### config.mk
export PLATFORM = sky130hd
export DESIGN_NAME = uart_rx_ctrl_param
export DESIGN_NICKNAME = d
export VERILOG_FILES = /design/src/rtl/uart_rx_ctrl_param.sv
export SDC_FILE = /design/constraint.sdc
export NUM_CORES = 1
export LEC_CHECK = 0
export BUFFER_PORTS_ARGS = -buffer_cell sky130_fd_sc_hd__buf_2
export CORE_MARGIN = 2
export CORE_UTILIZATION = 35
export CTS_CLUSTER_SIZE = 20
export DETAILED_ROUTE_END_ITERATION = 8
export PLACE_DENSITY = 0.52
export SYNTH_ARGS = -nofsm -noshare
export SYNTH_HDL_FRONTEND = slang
export SYNTH_SLANG_ARGS = --single-unit
### constraint.sdc
create_clock -name CLK -period 2.8 [get_ports CLK]
set_input_delay 0.42 -clock CLK [delete_from_list [all_inputs] [get_ports CLK]]
set_output_delay 0.42 -clock CLK [all_outputs]
set_load 0.1 [all_outputs]
### src/rtl/uart_rx_ctrl_param.sv
// uart_rx_ctrl_param: parametrised UART RX sequencer with per-frame config latch and registered outcome pulses
//   CLK, RST (async, active-low)       oversampling clock and reset
//   RX_IN                              serial line, idle high
//   PAR_EN, TWO_STOP, PRESCALE         frame configuration, latched on IDLE->START
//   strt_glitch, par_err, stp_err      checker results
//   edge_cnt, bit_cnt                  oversample index within bit, bit index within frame
//   dat_samp_en, deser_en              sampler / deserializer enables
//   strt_chk_en, par_chk_en, stop_chk_en  checker enables
//   busy                               frame in progress
//   data_valid, parity_err_o, framing_err_o  one-cycle frame outcome pulses
module uart_rx_ctrl_param #(
  parameter int DATA_WIDTH = 8,
  parameter int PRESCALE_W = 6,
  parameter int BIT_CNT_W  = 4
) (
  input  logic                  CLK,
  input  logic                  RST,
  input  logic                  RX_IN,
  input  logic                  PAR_EN,
  input  logic                  TWO_STOP,
  input  logic [PRESCALE_W-1:0] PRESCALE,
  input  logic                  strt_glitch,
  input  logic                  par_err,
  input  logic                  stp_err,
  output logic [PRESCALE_W-1:0] edge_cnt,
  output logic [BIT_CNT_W-1:0]  bit_cnt,
  output logic                  dat_samp_en,
  output logic                  deser_en,
  output logic                  strt_chk_en,
  output logic                  par_chk_en,
  output logic                  stop_chk_en,
  output logic                  busy,
  output logic                  data_valid,
  output logic                  parity_err_o,
  output logic                  framing_err_o
);
  typedef enum logic [2:0] {IDLE, START, DATA, PARITY, STOP1, STOP2} state_t;
  state_t state;
  logic par_q, two_q, last, chk, p_ok;
  logic [PRESCALE_W-1:0] p_q;
  assign last = edge_cnt == p_q - PRESCALE_W'(1);
  assign chk  = edge_cnt >= p_q - PRESCALE_W'(2);
  // unsupported ratios fall back to x8
  assign p_ok = PRESCALE == PRESCALE_W'(8) || PRESCALE == PRESCALE_W'(16) || PRESCALE == PRESCALE_W'(32);
  assign busy        = state != IDLE;
  assign dat_samp_en = busy;
  assign deser_en    = state == DATA;
  assign strt_chk_en = state == START && chk;
  assign par_chk_en  = state == PARITY && chk;
  assign stop_chk_en = (state == STOP1 || state == STOP2) && chk;
  always_ff @(posedge CLK or negedge RST)
    if (!RST) begin
      state         <= IDLE;
      edge_cnt      <= '0;
      bit_cnt       <= '0;
      par_q         <= 1'b0;
      two_q         <= 1'b0;
      p_q           <= PRESCALE_W'(8);
      data_valid    <= 1'b0;
      parity_err_o  <= 1'b0;
      framing_err_o <= 1'b0;
    end else begin
      data_valid    <= 1'b0;
      parity_err_o  <= 1'b0;
      framing_err_o <= 1'b0;
      edge_cnt      <= busy && !last ? edge_cnt + 1'b1 : '0;
      bit_cnt       <= busy ? bit_cnt + BIT_CNT_W'(last) : '0;
      // every branch returning to IDLE also clears bit_cnt (edge_cnt wraps on LAST anyway)
      case (state)
        IDLE: if (!RX_IN) begin
          state <= START;
          par_q <= PAR_EN;
          two_q <= TWO_STOP;
          p_q   <= p_ok ? PRESCALE : PRESCALE_W'(8);
        end
        START: if (last) begin
          state <= strt_glitch ? IDLE : DATA;
          if (strt_glitch) bit_cnt <= '0;
        end
        DATA: if (last && bit_cnt == BIT_CNT_W'(DATA_WIDTH)) state <= par_q ? PARITY : STOP1;
        PARITY: if (last) begin
          state        <= par_err ? IDLE : STOP1;
          parity_err_o <= par_err;
          if (par_err) bit_cnt <= '0;
        end
        STOP1: if (last) begin
          state         <= stp_err || !two_q ? IDLE : STOP2;
          framing_err_o <= stp_err;
          data_valid    <= !stp_err && !two_q;
          if (stp_err || !two_q) bit_cnt <= '0;
        end
        STOP2: if (last) begin
          state         <= IDLE;
          framing_err_o <= stp_err;
          data_valid    <= !stp_err;
          bit_cnt       <= '0;
        end
        default: begin
          state    <= IDLE;
          edge_cnt <= '0;
          bit_cnt  <= '0;
        end
      endcase
    end
endmodule

Word-level counts from Yosys, hierarchy flattened
Index checks and enable logic that the tools add are counted.
{ "totals": {"reg_bits": 24, "input_bits": 14, "out_inout_bits": 19, "word_cells": 81} }
{ "classes": {"n_addsub": 4, "magnitude_cmp": 1, "eq_ne": 16, "muxes": 30, "n_bitwise": 1, "n_reduce_logical": 20} }
{ "ops": {"columns": ["operator", "n"], "rows": [
  ["two-way mux 4 bit", 8],
  ["two-way mux 3 bit", 9],
  ["one-hot mux 4 bit (5 select lines)", 1],
  ["two-way mux 6 bit", 3],
  ["one-hot mux 3 bit (6 select lines)", 1],
  ["inequality test 2 bit, second input constant", 5],
  ["adder 6 x 1 -> 6 bit, second input constant", 1],
  ["equality test 3 x 2 -> 1 bit, second input constant", 2],
  ["equality test 3 bit, second input constant", 2],
  ["equality test 6 x 4 -> 1 bit, second input constant", 1],
  ["equality test 6 x 5 -> 1 bit, second input constant", 1],
  ["equality test 6 bit", 1],
  ["equality test 6 bit, second input constant", 1],
  [">= comparator 6 bit", 1],
  ["logical AND 1 bit", 6],
  ["two-way mux 1 bit", 6],
  ["AND reduction 6 bit", 1],
  ["OR reduction 6 bit", 1],
  ["subtractor 6 x 1 -> 6 bit, second input constant", 1],
  ["subtractor 6 x 2 -> 6 bit, second input constant", 1],
  ["adder 4 x 1 -> 4 bit", 1],
  ["equality test 4 bit, second input constant", 1],
  ["logical OR 1 bit", 4],
  ["OR reduction 2 bit", 2],
  ["other kinds (9)", 11]
]} }

Longest topological paths before layout
Gate-level depths: netlist (run 1).
{ "depth": {"ltp_word": 7, "ltp_mapped": 11, "mapped_depth_nobuf": 10} }

Worst setup path before layout (run 1)
OpenSTA, ideal clock, no wires.
{ "synth_path": {"path_kind": "register -> output", "from": "register edge_cnt[0]", "to": "output par_chk_en", "arrival_ps": 4705, "required_time_ps": 2380, "path_slack_ps": -2325, "path_stages_with_launch": 9, "path_buffers": 0, "cell_sequence": "dfrtp_1 > inv_1 > ha_1 > nand2b_1 > a21o_1 > a21o_1 > a21oi_1 > o21a_1 > nor4_1"} }
{ "synth_between": {"elab_chain_cells": 2} }
{ "synth_rtl": {"columns": ["element", "line_no", "text"], "rows": [
  ["from (decl)", "25", "output logic [PRESCALE_W-1:0] edge_cnt,"],
  ["from (signal assigned)", "66", "edge_cnt <= busy && !last ? edge_cnt + 1'b1 : '0;"],
  [">= comparator 6 bit", "42", "assign chk = edge_cnt >= p_q - PRESCALE_W'(2);"],
  ["logical AND 1 bit", "49", "assign par_chk_en = state == PARITY && chk;"],
  ["to (decl)", "30", "output logic par_chk_en,"]
]} }
No other way between the ends.

Final worst setup path (run 1)
{ "layout_path": {"from": "register p_q[2]", "to": "output strt_chk_en"} }
{ "layout_between": {"elab_chain_cells": 3} }
{ "layout_rtl": {"columns": ["element", "line_no", "text"], "rows": [
  ["from (decl)", "40", "logic [PRESCALE_W-1:0] p_q;"],
  ["from (signal assigned)", "74", "p_q <= p_ok ? PRESCALE : PRESCALE_W'(8);"],
  ["subtractor 6 x 2 -> 6 bit", "42", null],
  [">= comparator 6 bit", "42", null],
  ["logical AND 1 bit", "48", "assign strt_chk_en = state == START && chk;"],
  ["to (decl)", "29", "output logic strt_chk_en,"]
]} }
No other way between the ends.

==> metrics.txt, run 1 <==
CP endpoint kind output port; Seq/Total Area, Yosys 39.7%; top_reg_cell synth dfrtp_1; antenna diode count 0; dpl ws roughly 0.2 ns; final worst slack -0.0118 ns; Routability Congestion approximately 0.86; largest net degree at the start of global routing 25; non-filler cells, final 250; antenna violations before repair 0; H-tree levels 1; slew margin rel. 62.8%; met3 Resource Use GR 2.62%; Syn. warnings 0; clock share of power 11.6%; placed insts 241; Placeable Area approximately 4100 um^2; syn avg cell area 9.07 um^2; critical path type flip-flop to output port; Layout area overhead 26.9%; Final period util 100%; WL per Instance about 13 um; clk sink count 24; I/O pin cnt 33; hpwl dp approximately 2500 um; Setup TNS -0.0231 ns; Min Hold Slack 0.138 ns; IO Port Bufs 32; global route hottest layer met2; clk_skew 0.00154 ns; first-pass GRT wire length 5550 um; DR DRC count 0; Initial Util around 37%; Switching Share 52.7%; CTS clk-pin slew, worst paths 0.08 ns; layout cells sized above 1 slightly above 30%; Seq pwr share 29.7%; DIE AREA between 4000 and 5000 um^2; Post-synth EDFFs 0; Final setup violation count 2; Final Util 47.1%; DR vias 1257; Max-Cap Viols 0; minimum clock period after layout 2.81 ns; critical path peak fanout 5; Starting DRT DRC Count 45; Peak VDD IR 0.506 mV; Nets 227; CTS Buffer Depth 2; # rows 23; Crit path arrival time 2.39 ns; Num CTS Buffers 3; violated checks negative setup slack; leakage approximately 0.00093 uW; synthesized area ~1500 um^2; Congestion Overflow GR 0; Pwr per Cell Area a little over 1000 nW/um^2; Clock Tree Root clkbuf_8; cell-internal power roughly 940 uW; net count after synthesis just under 200; synth unique cells 40; Detail Route Antenna Nets 0; clk_lat worst skew 0.26 ns; Initial DRT Pass Iterations 4; Max Clock Freq 356 MHz; Die X-Extent roughly 70 um; GR Util met2 21.7%; Mapped Cells 167; vias per std cell roughly 5.0; Logic pwr share 58.7%; HP Class input port to asynchronous set/reset pin; net switching power around 1000 uW; status finished with violations; Pins Over Slew Limit 0; hold bufs inserted after CTS 0; CTS tree built; Data required, critical path about 2.4 ns; startpoint types flip-flop; drt total wl 3310 um; synthesis-stage register bit count 24; RSZ-0062 raised after global routing yes; GRT Util Overall between 10 and 15%; Final Hold Vio Count 0; Post-synth ARST share 100%; worst slew pin tran 0.558 ns; vias in the first global route 1209; Die H around 70 um; met1 Use GR 19.2%
## cells in the mapped netlist (3+ instances only)
cell type | number | area [um^2]
xnor2_1 | 9 | 78.8
ha_1 | 12 | 150
dfrtp_1 | 23 | 576
nand2_1 | 19 | 71.3
nor4_1 | 4 | 25.0
a21o_1 | 3 | 22.5
nand2b_1 | 4 | 25.0
nor2_1 | 19 | 71.3
o31ai_1 | 3 | 22.5
a21oi_1 | 9 | 45.0
nand3_1 | 6 | 30.0
clkbuf_1 | 3 | 11.3
nor3_1 | 4 | 20.0
inv_1 | 7 | 26.3
xor2_1 | 7 | 61.3
buf_2 | 4 | 20.0
## registers in the layout (all words and copies together) (netlist names)
name / count
edge_cnt: 6
p_q: 6
bit_cnt: 4
state: 3
data_valid: 1
framing_err_o: 1
par_q: 1
parity_err_o: 1
two_q: 1
## layout by cell type, fill, tap and decap left out, types with 2 or more instances in the layout
cell type	count
dfrtp_2	4
nor3_1	2
a21o_1	3
nand2b_1	4
a21oi_1	9
clkbuf_8	4
inv_2	3
nand2_1	19
o21ai_0	2
or4_1	2
nor4_4	2
and2_1	2
buf_2	29
nor2_1	19
buf_12	3
nor4_1	2
a22o_1	2
xnor2_1	9
nand3_1	6
xor2_1	7
o31ai_1	3
and3_1	2
ha_1	11
dfrtp_1	18
o21ai_1	2
inv_1	4
buf_4	6
## worst max-delay path, cell delays in order, from the launching register on
cell     delay, ns
dfrtp_1       0.44
inv_2         0.11
ha_4          0.14
nor3b_4       0.20
xnor2_1       0.10
ha_1          0.30
nand2_1       0.07
o21a_4        0.24
nor4_4        0.32
buf_12        0.21
## routing by layer
| metal | up-vias | wire, um |
|---|---|---|
| met5 | - | 0 |
| li1 | 637 | - |
| met3 | 4 | 139 |
| met4 | 0 | 29 |
| met2 | 23 | 1530 |
| met1 | 593 | 1610 |
## power by group through the flow
stage / clock network (uW) / logic (uW) / registers (uW)
after floorplan: 0 / 692 / 745
after global placement: 0 / 1100 / 591
after detailed placement: 0 / 1110 / 594
after CTS: 240 / 1120 / 590
after global routing: 254 / 1260 / 608
final: 229 / 1160 / 588
## layout make-up
type	instances	area, um^2
clock buffer	4	55.1
fill	405	2160
inverter	8	30.0
multi-input combinational	126	915
sequential	24	611
tap	50	62.6
timing repair buffer	38	250
## stage by stage
stage | total power, uW | cell area (um^2)
2_1_floorplan | 1440 | 1580
3_3_place_gp | 1690 | 1810
3_5_place_dp | 1710 | 1810
4_1_cts | 1950 | 1870
5_1_grt | 2120 | 1920
6_report | 1980 | 1920
## cell families after synthesis
logic type / Yosys count / share of synthesized area (%)
multiplexers: 1 / 0.661
buffers and inverters: 17 / 5.04
AND/OR/NAND/NOR: 70 / 22.5
flip-flops: 24 / 39.7
adder cells (fa/ha/maj): 12 / 9.91
AO/OA/AOI/OAI: 27 / 12.9
XOR/XNOR: 16 / 9.25
## timing repair
action                                  4_1_cts  5_1_grt
buffers inserted                              0        5
endpoints found under the setup margin        2        3
gates resized for setup                       1        4
pin swaps                                     2        6
## final timing paths
kind                       slack [ns]           to  cells after the start     start
setup / recovery                -0.01  strt_chk_en                      9    p_q[2]
hold / removal                   0.14       p_q[0]                      1       RST
setup reg to reg                 0.49  edge_cnt[5]                     10    p_q[2]
hold reg to reg                  0.51        two_q                      2     two_q
max in group asynchronous        2.24  edge_cnt[0]                      1       RST
min in group CLK                 0.35        two_q                      3  TWO_STOP
Power figures use the tool's default switching activity.
==> run 2, diff against run 1 <==
Settings changed: PLACE_DENSITY 0.52 to 0.63.
==> run 2 against run 1 <==
The run now ends clean. Global-route usage is 0.35 points higher. Total power is 0.86% lower. Worst hold slack worse by 0.018 ns. Setup slack better by 0.17 ns. Non-clock buffer count is 1 lower. Cell count is 0.40% lower. Final area is 0.39% lower. Sequential power hardly changed. Largest cell class unchanged.
==> metrics.txt, run 2 (synthesis results as in run 1) <==
status finished clean (was finished with violations); critical path's slowest cell dfrtp_1 (unchanged); Clock Tree Root clkbuf_8 (unchanged); CTS clk-pin slew, worst paths 0.08 ns (about the same); Starting DRT DRC Count 28 (was 45); hold bufs inserted after CTS 0 (unchanged); startpoint types flip-flop (unchanged); Data required, critical path 2.38 ns (about the same); I/O pin cnt 33 (unchanged); minimum clock period after layout 2.65 ns (was 2.81 ns); Pwr per Cell Area 1020 nW/um^2 (was 1030 nW/um^2); Switching Share 53.3% (was 52.7%); Peak VDD IR 0.570 mV (was 0.506 mV); Pins Over Slew Limit 0 (unchanged); clk_lat worst skew 0.27 ns (was 0.26 ns); placed instance area 1820 um^2 (was 1810 um^2); leakage 0.000935 uW (was 0.000934 uW); CTS Buffer Depth 2 (unchanged); hpwl dp 2500 um (was 2470 um); worst path cell trace inv_1 -> ha_4 -> nor3b_4 -> xnor2_1 -> ha_1 -> nand2_1 -> o21a_4 -> nor4_4 -> buf_12 (was inv_2 -> ha_4 -> nor3b_4 -> xnor2_1 -> ha_1 -> nand2_1 -> o21a_4 -> nor4_4 -> buf_12); clk sink count 24 (unchanged); Layout area overhead 26.4% (was 26.9%); DIE AREA 4870 um^2 (unchanged); WL per Instance 13.1 um (was 13.2 um); Seq pwr share 30.0% (was 29.7%); vias per std cell 5.06 (was 5.03); H-tree levels 1 (unchanged); Crit path arrival time 2.23 ns (was 2.39 ns); Initial Util 37.1% (unchanged); antenna diode count 0 (unchanged); layout cells sized above 1 29.6% (was 30.5%); Die H 69.8 um (unchanged); DR DRC count 0 (unchanged); worst slew pin tran 0.529 ns (was 0.558 ns); largest net degree at the start of global routing 25 (unchanged); Detail Route Antenna Nets 0 (unchanged); Regs by FF count edge_cnt: 6 flops, p_q: 6 flops, bit_cnt: 4 flops (unchanged); DR vias 1259 (was 1257); clk_skew 0.00258 ns (was 0.00154 ns); Final setup violation count 0 (was 2); cell-internal power 917 uW (was 936 uW); Routability Congestion 0.771 (was 0.864); non-filler cells, final 249 (was 250); commonest non-fill, non-tap cells in the layout buf_2, nor2_1, nand2_1 (unchanged); Max Clock Freq 378 MHz (was 356 MHz); Final period util 94.5% (was 100%); Placeable Area 4090 um^2 (unchanged); CTS tree built (unchanged); Logic pwr share 58.0% (was 58.7%); Die X-Extent 69.8 um (unchanged); Num CTS Buffers 3 (unchanged); HP Class input port to asynchronous set/reset pin (unchanged); placed insts 243 (was 241); Initial DRT Pass Iterations 4 (unchanged); slew margin rel. 64.8% (was 62.8%); CP endpoint kind output port (unchanged); vias in the first global route 1198 (was 1209); Critical Path Max Stage Delay 0.40 ns (was 0.44 ns); GRT Util Overall 14.2% (was 13.8%); antenna violations before repair 0 (unchanged); IO Port Bufs 32 (unchanged); Congestion Overflow GR 0 (unchanged); net switching power 1050 uW (was 1040 uW); Tot Pwr 1960 uW (was 1980 uW); critical path type flip-flop to output port (unchanged); most common library cell in the layout ignoring fill and taps buf_2 (unchanged); # rows 23 (unchanged); Fillers 401 (was 405); Max-Cap Viols 0 (unchanged); fin area 1920 um^2 (about the same); Top Family by Delay on Critical Path simple AND/OR/NAND/NOR gates (unchanged); Final Hold Vio Count 0 (unchanged); critical path peak fanout 3 (was 5); drt total wl 3270 um (was 3310 um); CP bufs+invs 2 (unchanged); first-pass GRT wire length 5580 um (was 5550 um); clock share of power 12.0% (was 11.6%); Setup TNS 0 ns (was -0.0231 ns); Nets 226 (was 227)
-- run 2: cell count changes in the layout (fill, tap and decap cells not counted) --
cell	previous run	this run
buf_4	6	5
inv_1	4	5
inv_2	3	2
-- run 2: per-stage QoR --
stage	util, %	setup WS [ns]	hold slack [ns]
3_3_place_gp	44.6	0.272	0.437
4_1_cts	46.3	0.0136	0.136
5_1_grt	46.9	-0.000319	0.150
2_1_floorplan	-	-0.247	0.124
3_5_place_dp	44.6	0.240	0.433
6_report	46.9	0.154	0.120
-- run 2: layout make-up --
class,instances,area [um^2],area share (%)
Multi-Input combinational cell,126,915,47.7
Inverter,8,30.0,1.57
Sequential cell,24,611,31.9
Timing Repair Buffer,37,243,12.7
Clock buffer,4,55.1,2.87
Tap cell,50,62.6,3.27
-- run 2: power by group through the flow --
stage	registers [uW]	logic (uW)	clock network, uW
floorplan	745	692	0
global placement	593	1110	0
detailed placement	594	1120	0
CTS	588	1130	245
global route	606	1230	262
finish	589	1140	236
-- run 2: what timing repair did --
action | in CTS | in global routing
endpoints found under the setup margin | 2 | 2
setup buffers | 1 | 1
resized for setup | 2 | 2
pin swaps | 2 | 1
-- run 2: final timing paths --
check	slack, ns	endpoint	start	cells after the start
hold / removal	0.12	edge_cnt[2]	RST	1
hold reg to reg	0.52	two_q	two_q	2
setup reg to reg	0.57	edge_cnt[2]	p_q[1]	9
min in group CLK	0.35	par_q	PAR_EN	3
setup / recovery	0.15	strt_chk_en	p_q[2]	9
max in group asynchronous	2.28	edge_cnt[0]	RST	1
-- run 2: routing by layer --
metal  wire, um  vias to the layer above  track usage [%]
li1           -                      634                -
met1       1510                      584             18.6
met2       1550                       33             22.1
met3        150                        8             4.51
met4         57                        0             4.70
met5          0                        -                0
==> run 3, diff against run 2 <==
Settings changed: CORE_UTILIZATION 35 to 54, PLACE_DENSITY 0.63 to 0.87.
==> run 3 against run 2 <==
Combinational power about the same. Die area decreased by 33%. Critical endpoint is now par_chk_en. Critical path depth unchanged. Largest power group unchanged. Fmax decreased by 4.1%.
==> metrics.txt, run 3 (synthesis results as in run 1) <==
Num CTS Buffers 3 (unchanged); critical path's slowest cell dfrtp_1 (unchanged); HP Class input port to asynchronous set/reset pin (unchanged); clk_lat worst skew 0.31 ns (was 0.27 ns); Final period util 98.6% (was 94.5%); Final Hold Vio Count 0 (unchanged); Placeable Area 2710 um^2 (was 4090 um^2); Regs by FF count edge_cnt: 6 flops, p_q: 6 flops, bit_cnt: 4 flops (unchanged); WL per Instance 15.1 um (was 13.1 um); CTS Buffer Depth 2 (unchanged); startpoint types flip-flop (unchanged); Data required, critical path 2.38 ns (about the same); status finished clean (unchanged); RSZ-0062 raised after global routing yes; Detail Route Antenna Nets 0 (unchanged); Final setup violation count 0 (unchanged); leakage 0.000921 uW (was 0.000935 uW); Die X-Extent 57.0 um (was 69.8 um); hold bufs inserted after CTS 0 (unchanged); # rows 19 (was 23); critical path peak fanout 3 (unchanged); Initial Util 55.9% (was 37.1%); Pwr per Cell Area 1030 nW/um^2 (was 1020 nW/um^2); worst slew pin tran 0.569 ns (was 0.529 ns); Switching Share 54.8% (was 53.3%); DIE AREA 3250 um^2 (was 4870 um^2); CP endpoint kind output port (unchanged); Congestion Overflow GR 0 (unchanged); DR DRC count 0 (unchanged); minimum clock period after layout 2.76 ns (was 2.65 ns); hpwl dp 2590 um (was 2500 um); final worst slack 0.0405 ns (was 0.154 ns); antenna diode count 0 (unchanged); Seq pwr share 30.6% (was 30.0%); Die H 57.0 um (was 69.8 um); CTS tree built (unchanged); antenna violations before repair 0 (unchanged); Clock Tree Root clkbuf_4 (was clkbuf_8); commonest non-fill, non-tap cells in the layout buf_2, nor2_1, nand2_1 (unchanged); placed insts 222 (was 243); H-tree levels 1 (unchanged); vias per std cell 5.74 (was 5.06); clock share of power 9.4% (was 12.0%); I/O pin cnt 33 (unchanged); Pins Over Slew Limit 0 (unchanged); critical path type flip-flop to output port (unchanged); cell-internal power 871 uW (was 917 uW); Nets 225 (was 226); placed instance area 1780 um^2 (was 1820 um^2); Layout area overhead 23.1% (was 26.4%); Fillers 210 (was 401); clk sink count 24 (unchanged); Critical Path Max Stage Delay 0.40 ns (about the same); slew margin rel. 62.1% (was 64.8%); net switching power 1050 uW (about the same); most common library cell in the layout ignoring fill and taps buf_2 (unchanged); DR vias 1314 (was 1259); Max Clock Freq 362 MHz (was 378 MHz); CTS clk-pin slew, worst paths 0.13 ns (was 0.08 ns); Crit path arrival time 2.34 ns (was 2.23 ns); GRT Util Overall 22.6% (was 14.2%); IO Port Bufs 32 (unchanged); layout cells sized above 1 29.3% (was 29.6%); first-pass GRT wire length 5790 um (was 5580 um); Peak VDD IR 0.925 mV (was 0.570 mV); vias in the first global route 1321 (was 1198); Reg area 611 um^2 (unchanged); non-filler cells, final 229 (was 249); Initial DRT Pass Iterations 4 (unchanged); multi-input logic area 915 um^2 (unchanged); clk_skew 0.00780 ns (was 0.00258 ns); worst path cell trace inv_1 -> ha_4 -> nor3b_4 -> xnor2_1 -> ha_1 -> nand2_1 -> o21a_4 -> nor4_4 -> buf_12 (unchanged); Max-Cap Viols 0 (unchanged); Logic pwr share 60.0% (was 58.0%); Starting DRT DRC Count 21 (was 28); largest net degree at the start of global routing 25 (unchanged); drt total wl 3450 um (was 3270 um); fin area 1870 um^2 (was 1920 um^2); Routability Congestion 0.805 (was 0.771); dpl ws 0.186 ns (was 0.240 ns)
[run 3: cell count changes in the layout (fill, tap and decap cells not counted)]
cell	before	now
buf_4	5	4
clkbuf_4	0	3
clkbuf_8	4	1
[run 3: layout make-up]
cell class / instances / share of cell area, %
clock buffers: 4 / 1.95
inverters: 8 / 1.61
multi-input cells: 126 / 49.0
flip-flops and latches: 24 / 32.7
well taps: 31 / 2.08
repair buffers: 36 / 12.6
[run 3: worst paths after layout]
path / to / cells past startpoint / slack (ns) / from
setup / recovery: par_chk_en / 9 / 0.04 / p_q[2]
setup reg to reg: edge_cnt[3] / 9 / 0.62 / p_q[0]
hold reg to reg: two_q / 2 / 0.51 / two_q
max in group asynchronous: edge_cnt[0] / 1 / 2.34 / RST
hold / removal: p_q[1] / 1 / 0.06 / RST
min in group CLK: par_q / 3 / 0.28 / PAR_EN
[run 3: what timing repair did]
item	CTS	global route
setup buffers	2	1
resized for setup	2	2
endpoints found under the hold margin	0	0
endpoints found under the setup margin	3	3
pin swaps	2	1
[run 3: stage by stage]
step	util (%)	setup TNS (ns)	hold WS (ns)	power, uW
after global routing	68.8	-0.219	0.0995	2040
after global placement	65.8	0	0.416	1660
final	68.8	0	0.0588	1930
after detailed placement	65.8	0	0.431	1710
after CTS	68.0	0	0.0768	1910
after floorplan	-	-0.494	0.124	1440
[run 3: worst max-delay path: cells and delay by family, from the launching register on]
kind | cells | cell delay [ns]
buffers and inverters | 2 | 0.36
XOR/XNOR | 1 | 0.09
adder cells (fa/ha/maj) | 2 | 0.47
AO/OA/AOI/OAI | 1 | 0.23
AND/OR/NAND/NOR | 3 | 0.48
flip-flops | 1 | 0.40
[run 3: power groups by stage]
stage                     sequential [uW]  combinational (uW)  clock (uW)
after CTS                             587                1130         185
after global placement                580                1080           0
final                                 590                1160         180
after detailed placement              592                1120           0
after floorplan                       745                 692           0
after global routing                  604                1240         199
[run 3: per-layer routing]
metal,routed length (um),up-vias,track usage [%]
met2,1780,31,39.7
li1,-,629,-
met5,0,-,0
met1,1470,644,28.5
met3,125,10,2.49
met4,77,0,8.64
